==> src/rtl/regex_pkg.sv <==
// Shared types for the regex stream controller: sequencer state encoding and default record width.
`timescale 1ns/1ps
package regex_pkg;

  localparam int unsigned DefWidth = 21;

  typedef enum logic [2:0] {
    StIdle,
    StClear,
    StShift,
    StSettle,
    StReport
  } state_e;

endpackage

==> src/rtl/regex_bit_serializer.sv <==
// Load/shift register that presents a record MSB-first, one bit per shift cycle,
// and flags the cycle carrying the final bit.
`timescale 1ns/1ps
module regex_bit_serializer
  import regex_pkg::*;
#(
  parameter int unsigned WIDTH = DefWidth
) (
  input  logic             clk,
  input  logic             reset,
  input  logic             load,
  input  logic [WIDTH-1:0] data,
  input  logic             shift,
  output logic             bit_out,
  output logic             last_bit
);

  localparam int unsigned CW = $clog2(WIDTH);
  localparam logic [CW-1:0] LastCnt = CW'(WIDTH - 1);

  logic [WIDTH-1:0] sreg_q;
  logic [CW-1:0]    cnt_q;

  always_ff @(posedge clk or posedge reset) begin
    if (reset) begin
      sreg_q <= '0;
      cnt_q  <= '0;
    end else if (load) begin
      sreg_q <= data;
      cnt_q  <= '0;
    end else if (shift) begin
      sreg_q <= {sreg_q[WIDTH-2:0], 1'b0};
      cnt_q  <= cnt_q + CW'(1);
    end
  end

  assign bit_out  = sreg_q[WIDTH-1];
  assign last_bit = shift & (cnt_q == LastCnt);

endmodule

==> src/rtl/regex_stream_ctrl.sv <==
// Sequencer feeding the bit-serial regex matcher: accept record, optional matcher clear, shift,
// settle, report {match, index}. Define REGEX_MATCH_CNT_EN to add the saturating match_cnt port.
`timescale 1ns/1ps
module regex_stream_ctrl
  import regex_pkg::*;
#(
  parameter int unsigned WIDTH       = DefWidth,
  parameter int unsigned SETTLE_CYC  = 1,
  parameter int unsigned CLR_PER_REC = 1,
  parameter int unsigned IDXW        = 20
`ifdef REGEX_MATCH_CNT_EN
  ,
  parameter int unsigned CNTW        = 16
`endif
) (
  input  logic             clk,
  input  logic             reset,
  input  logic             abort,
  input  logic             rec_valid,
  output logic             rec_ready,
  input  logic [WIDTH-1:0] rec_data,
  output logic             m_rst,
  output logic             m_en,
  output logic             m_bit,
  input  logic             m_match,
  output logic             res_valid,
  input  logic             res_ready,
  output logic             res_match,
  output logic [IDXW-1:0]  res_index,
  output logic             busy
`ifdef REGEX_MATCH_CNT_EN
  ,
  output logic [CNTW-1:0]  match_cnt
`endif
);

  localparam int unsigned SW = (SETTLE_CYC > 1) ? $clog2(SETTLE_CYC) : 1;
  localparam logic [SW-1:0] SettleLast = SW'(SETTLE_CYC - 1);

  state_e          state_q;
  logic [SW-1:0]   settle_q;
  logic [IDXW-1:0] idx_q;
  logic            abort_q;
  logic            accept;
  logic            ser_bit;
  logic            last_bit;

  assign rec_ready = (state_q == StIdle) & ~reset;
  assign accept    = rec_valid & rec_ready;

  regex_bit_serializer #(
    .WIDTH (WIDTH)
  ) u_ser (
    .clk      (clk),
    .reset    (reset),
    .load     (accept),
    .data     (rec_data),
    .shift    (state_q == StShift),
    .bit_out  (ser_bit),
    .last_bit (last_bit)
  );

`ifdef REGEX_MATCH_CNT_EN
  logic [CNTW-1:0] match_q;
  assign match_cnt = match_q;
`endif

  always_ff @(posedge clk or posedge reset) begin
    if (reset) begin
      state_q   <= StIdle;
      settle_q  <= '0;
      idx_q     <= '0;
      abort_q   <= 1'b0;
      res_valid <= 1'b0;
      res_match <= 1'b0;
`ifdef REGEX_MATCH_CNT_EN
      match_q   <= '0;
`endif
    end else begin
      abort_q <= 1'b0;
      // Abort flushes any in-flight record; the consumed index is kept.
      if (abort && (state_q != StIdle)) begin
        state_q   <= StIdle;
        res_valid <= 1'b0;
        abort_q   <= 1'b1;
      end else begin
        unique case (state_q)
          StIdle: begin
            if (rec_valid) begin
              idx_q   <= idx_q + IDXW'(1);
              state_q <= (CLR_PER_REC != 0) ? StClear : StShift;
            end
          end
          StClear: state_q <= StShift;
          StShift: begin
            if (last_bit) begin
              state_q  <= StSettle;
              settle_q <= '0;
            end
          end
          StSettle: begin
            if (settle_q == SettleLast) begin
              state_q   <= StReport;
              res_valid <= 1'b1;
              res_match <= m_match;
            end else begin
              settle_q <= settle_q + SW'(1);
            end
          end
          StReport: begin
            if (res_ready) begin
              res_valid <= 1'b0;
              state_q   <= StIdle;
`ifdef REGEX_MATCH_CNT_EN
              if (res_match && (match_q != {CNTW{1'b1}})) match_q <= match_q + CNTW'(1);
`endif
            end
          end
          default: state_q <= StIdle;
        endcase
      end
    end
  end

  assign m_rst     = reset | (state_q == StClear) | abort_q;
  assign m_en      = (state_q == StShift);
  assign m_bit     = m_en & ser_bit;
  assign res_index = idx_q;
  assign busy      = (state_q != StIdle);

endmodule
==> config.mk <==
export PLATFORM = sky130hd
export DESIGN_NAME = regex_stream_ctrl
export DESIGN_NICKNAME = d
export VERILOG_FILES = /design/src/rtl/regex_pkg.sv /design/src/rtl/regex_bit_serializer.sv /design/src/rtl/regex_stream_ctrl.sv
export SDC_FILE = /design/constraint.sdc
export NUM_CORES = 1
export LEC_CHECK = 0
export ABC_AREA = 1
export BUFFER_PORTS_ARGS = -buffer_cell sky130_fd_sc_hd__buf_2
export CORE_ASPECT_RATIO = 1.75
export CORE_MARGIN = 10
export CORE_UTILIZATION = 55
export DETAILED_ROUTE_END_ITERATION = 16
export GPL_TIMING_DRIVEN = 0
export PLACE_DENSITY_LB_ADDON = 0.2
export SLEW_MARGIN = 20
export SYNTH_ARGS = -nofsm -noshare
export SYNTH_HDL_FRONTEND = slang
export SYNTH_SLANG_ARGS = --single-unit
==> constraint.sdc <==
create_clock -name clk -period 5.4 [get_ports clk]
set_input_delay 1.35 -clock clk [delete_from_list [all_inputs] [get_ports clk]]
set_output_delay 1.35 -clock clk [all_outputs]
set_load 0.005 [all_outputs]
==> results.cfg <==
[synth]
ys.flop_type = dfrtp_1
syn_inst = 328
synth_seq_cells = 52
synthTopCellsByCount = nand2_1 (106), dfrtp_1 (52), nor2_1 (45)
synth_top_area_cell = dfrtp_1
synth.area.top_cells = dfrtp_1 (50%), nand2_1 (15%), nor2_1 (6.5%)
synth_fp_nets = 358
syn_area_per_cell_um2 = 7.98
synth_area_um2 = 2620
ys_seq_area_share_pct = 49.7
yosys_warnings = 0
synth_cell_types = 28
synth_edf_count = 0
async_flop_share_pct = 100
synth_most_common_cell = nand2_1
synth_top_cell_area_share_pct = 49.7

[worst_setup_path]
arrival_ps = 1750
crit_required_ps = 4050
critPathMaxFanout = 3
worst-setup-path-type = in -> out
end_kind = output port
crit_path_start_kind = input pin

[global_route]
grt_pass1_wl_mm = 11.0
grt_pass1_vias = 2439
grt.total_usage_pct = 16.3
grt_start_max_net_pins = 54
antenna_found_initial = 0
overflow = 0

[layout]
nets = 418
stdcell_area_um2 = 3040
multi_input_area_um2 = 1130
final.fill_count = 451
antenna_cells = 0
seqCellArea_um2 = 1300
area_delta_synth_final_pct = 16.3
layout-drive-gt1-share_pct = 20.1

[power_and_ir_drop]
ir_worst_vdd_v = 0.000311
power_density_nw_per_um2 = 434
p_comb_share_pct = 35.5
power_frac_clock_pct = 17.7
pwr-share-seq_pct = 46.8
swShare_pct = 38.2
p_leak_nw = 1.63
p_switching_mw = 0.504
p_int_mw = 0.815

[sta]
fin_crit_ps = 3100
grt_setup_unrepaired = false
slew_viol_final = 0
fin_crit_sh_pct = 57.4
worstMarginPinSlew_ps = 736
hold_slack_ps = 491
skew_ps = 11.4
finalSetupViolCount = 0
slew_headroom_pct = 50.5
fin_setup_tns_ps = 0
max_freq_mhz = 323
hold_viol = 0

[clock_network]
cts_tree = done
cts_num_sinks = 52
cts_htree_levels = 2
post-cts-setup-buffer-count = 0
cts_hold_buf = 0
root_buffer = clkbuf_8
cts_max_path_buffers = 2
clk_latency_ps = 310
numCtsBuffers = 5
clk_pin_slew_ps = 80
cts_resized = 0

[route]
ant_nets = 0
vias = 2329
routedWlPerCell_um = 14.3
routed_wirelength_mm = 6.30
drt-pass1-iter-count = 5
vias_per_cell = 5.28
drc = 0
first_iter_violations = 133

[floorplan]
core.rowCount = 33
coreArea_um2 = 4670
ioPinCount = 54
die_w_um = 72.1
die_area_um2 = 8020
die_h_um = 111
initial_core_util_pct = 56.1

[placement]
placed_cell_area_um2 = 2950
dp.final_hpwl_mm = 4.85
place_congestion = 0.868
port_buffers = 53

[min_path]
hp-class = reg -> reg

[outcome]
run_status = completed

[flow_run]
max-cap-violations = 0
stage by stage:
stage	std cells	power, mW	worst slack (ps)	utilization, %
2_1_floorplan	328	0.943	2270	-
4_1_cts	441	1.33	2300	65.2
3_3_place_gp	433	1.08	1510	63.2
5_1_grt	441	1.43	2260	65.2
3_5_place_dp	433	1.10	2300	63.2
6_report	441	1.32	2300	65.2
area by class of cell:
cell class	instances	share of cell area [%]
plain buffers	8	1.73
clock buffers	6	2.71
clock inverters	2	0.329
inverters	36	4.52
multi-input cells	232	37.1
flip-flops and latches	52	42.8
well taps	52	2.14
repair buffers	53	8.72
flip-flops by register name, summed over array words and instances (netlist names):
name          cells
abort_q           1
res_index        20
res_match         1
res_valid         1
state_q           3
u_ser.cnt_q       5
u_ser.sreg_q     21
worst max-delay path, stage by stage:
cell and delay [ps]:
buf_2 120, nor2_1 100, nand2_1 50, buf_2 120
cell usage in the layout, fill, tap and decap left out, types with 2 or more instances in the layout:
cell,count
clkbuf_1,2
nand2_2,2
nand3_1,14
nand2_1,106
clkinv_2,2
o21ai_1,2
nor2_1,45
a31oi_1,19
nor2_4,2
nand3_2,2
buf_2,56
inv_1,34
nor3_1,5
dfrtp_1,52
a21oi_1,2
nand4_1,9
xor2_1,6
xnor2_1,4
o21ai_0,5
buf_6,2
clkbuf_8,6
ha_1,3
power groups by stage:
stage	clock network, mW	logic, mW	registers (mW)
global route	0.251	0.544	0.638
floorplan	0	0.341	0.603
detailed placement	0	0.474	0.622
global placement	0	0.460	0.619
CTS	0.238	0.478	0.617
finish	0.234	0.469	0.617
final timing paths:
check | endpoint | slack [ps] | from | cells after the start
setup / recovery | m_rst | 2300 | reset | 4
hold / removal | u_ser.sreg_q[9] | 490 | u_ser.sreg_q[9] | 2
min in group asynchronous | res_index[10] | 1150 | reset | 2
max in group asynchronous | u_ser.sreg_q[11] | 3800 | reset | 2
setup reg to reg | res_index[19] | 3830 | state_q[0] | 6
hold reg to reg | u_ser.sreg_q[9] | 490 | u_ser.sreg_q[9] | 2
cell families after synthesis:
logic type / synth area share (%)
AND/OR/NAND/NOR: 31.0
flip-flops: 49.7
buffers and inverters: 7.17
AO/OA/AOI/OAI: 6.84
XOR/XNOR: 3.35
adder cells (fa/ha/maj): 1.43
multiplexers: 0.430
routing by layer:
| metal | track usage [%] | share of wire (%) | wire, um | vias up |
|---|---|---|---|---|
| met1 | 16.7 | 37 | 2330 | 1113 |
| met3 | 4.03 | 4.6 | 289 | 10 |
| met4 | 6.49 | 2.1 | 131 | 0 |
| met2 | 29.8 | 56 | 3540 | 46 |
| met5 | 0 | 0 | 0 | - |
| li1 | - | - | - | 1160 |
Note: power is estimated with default switching activity, not from simulation.
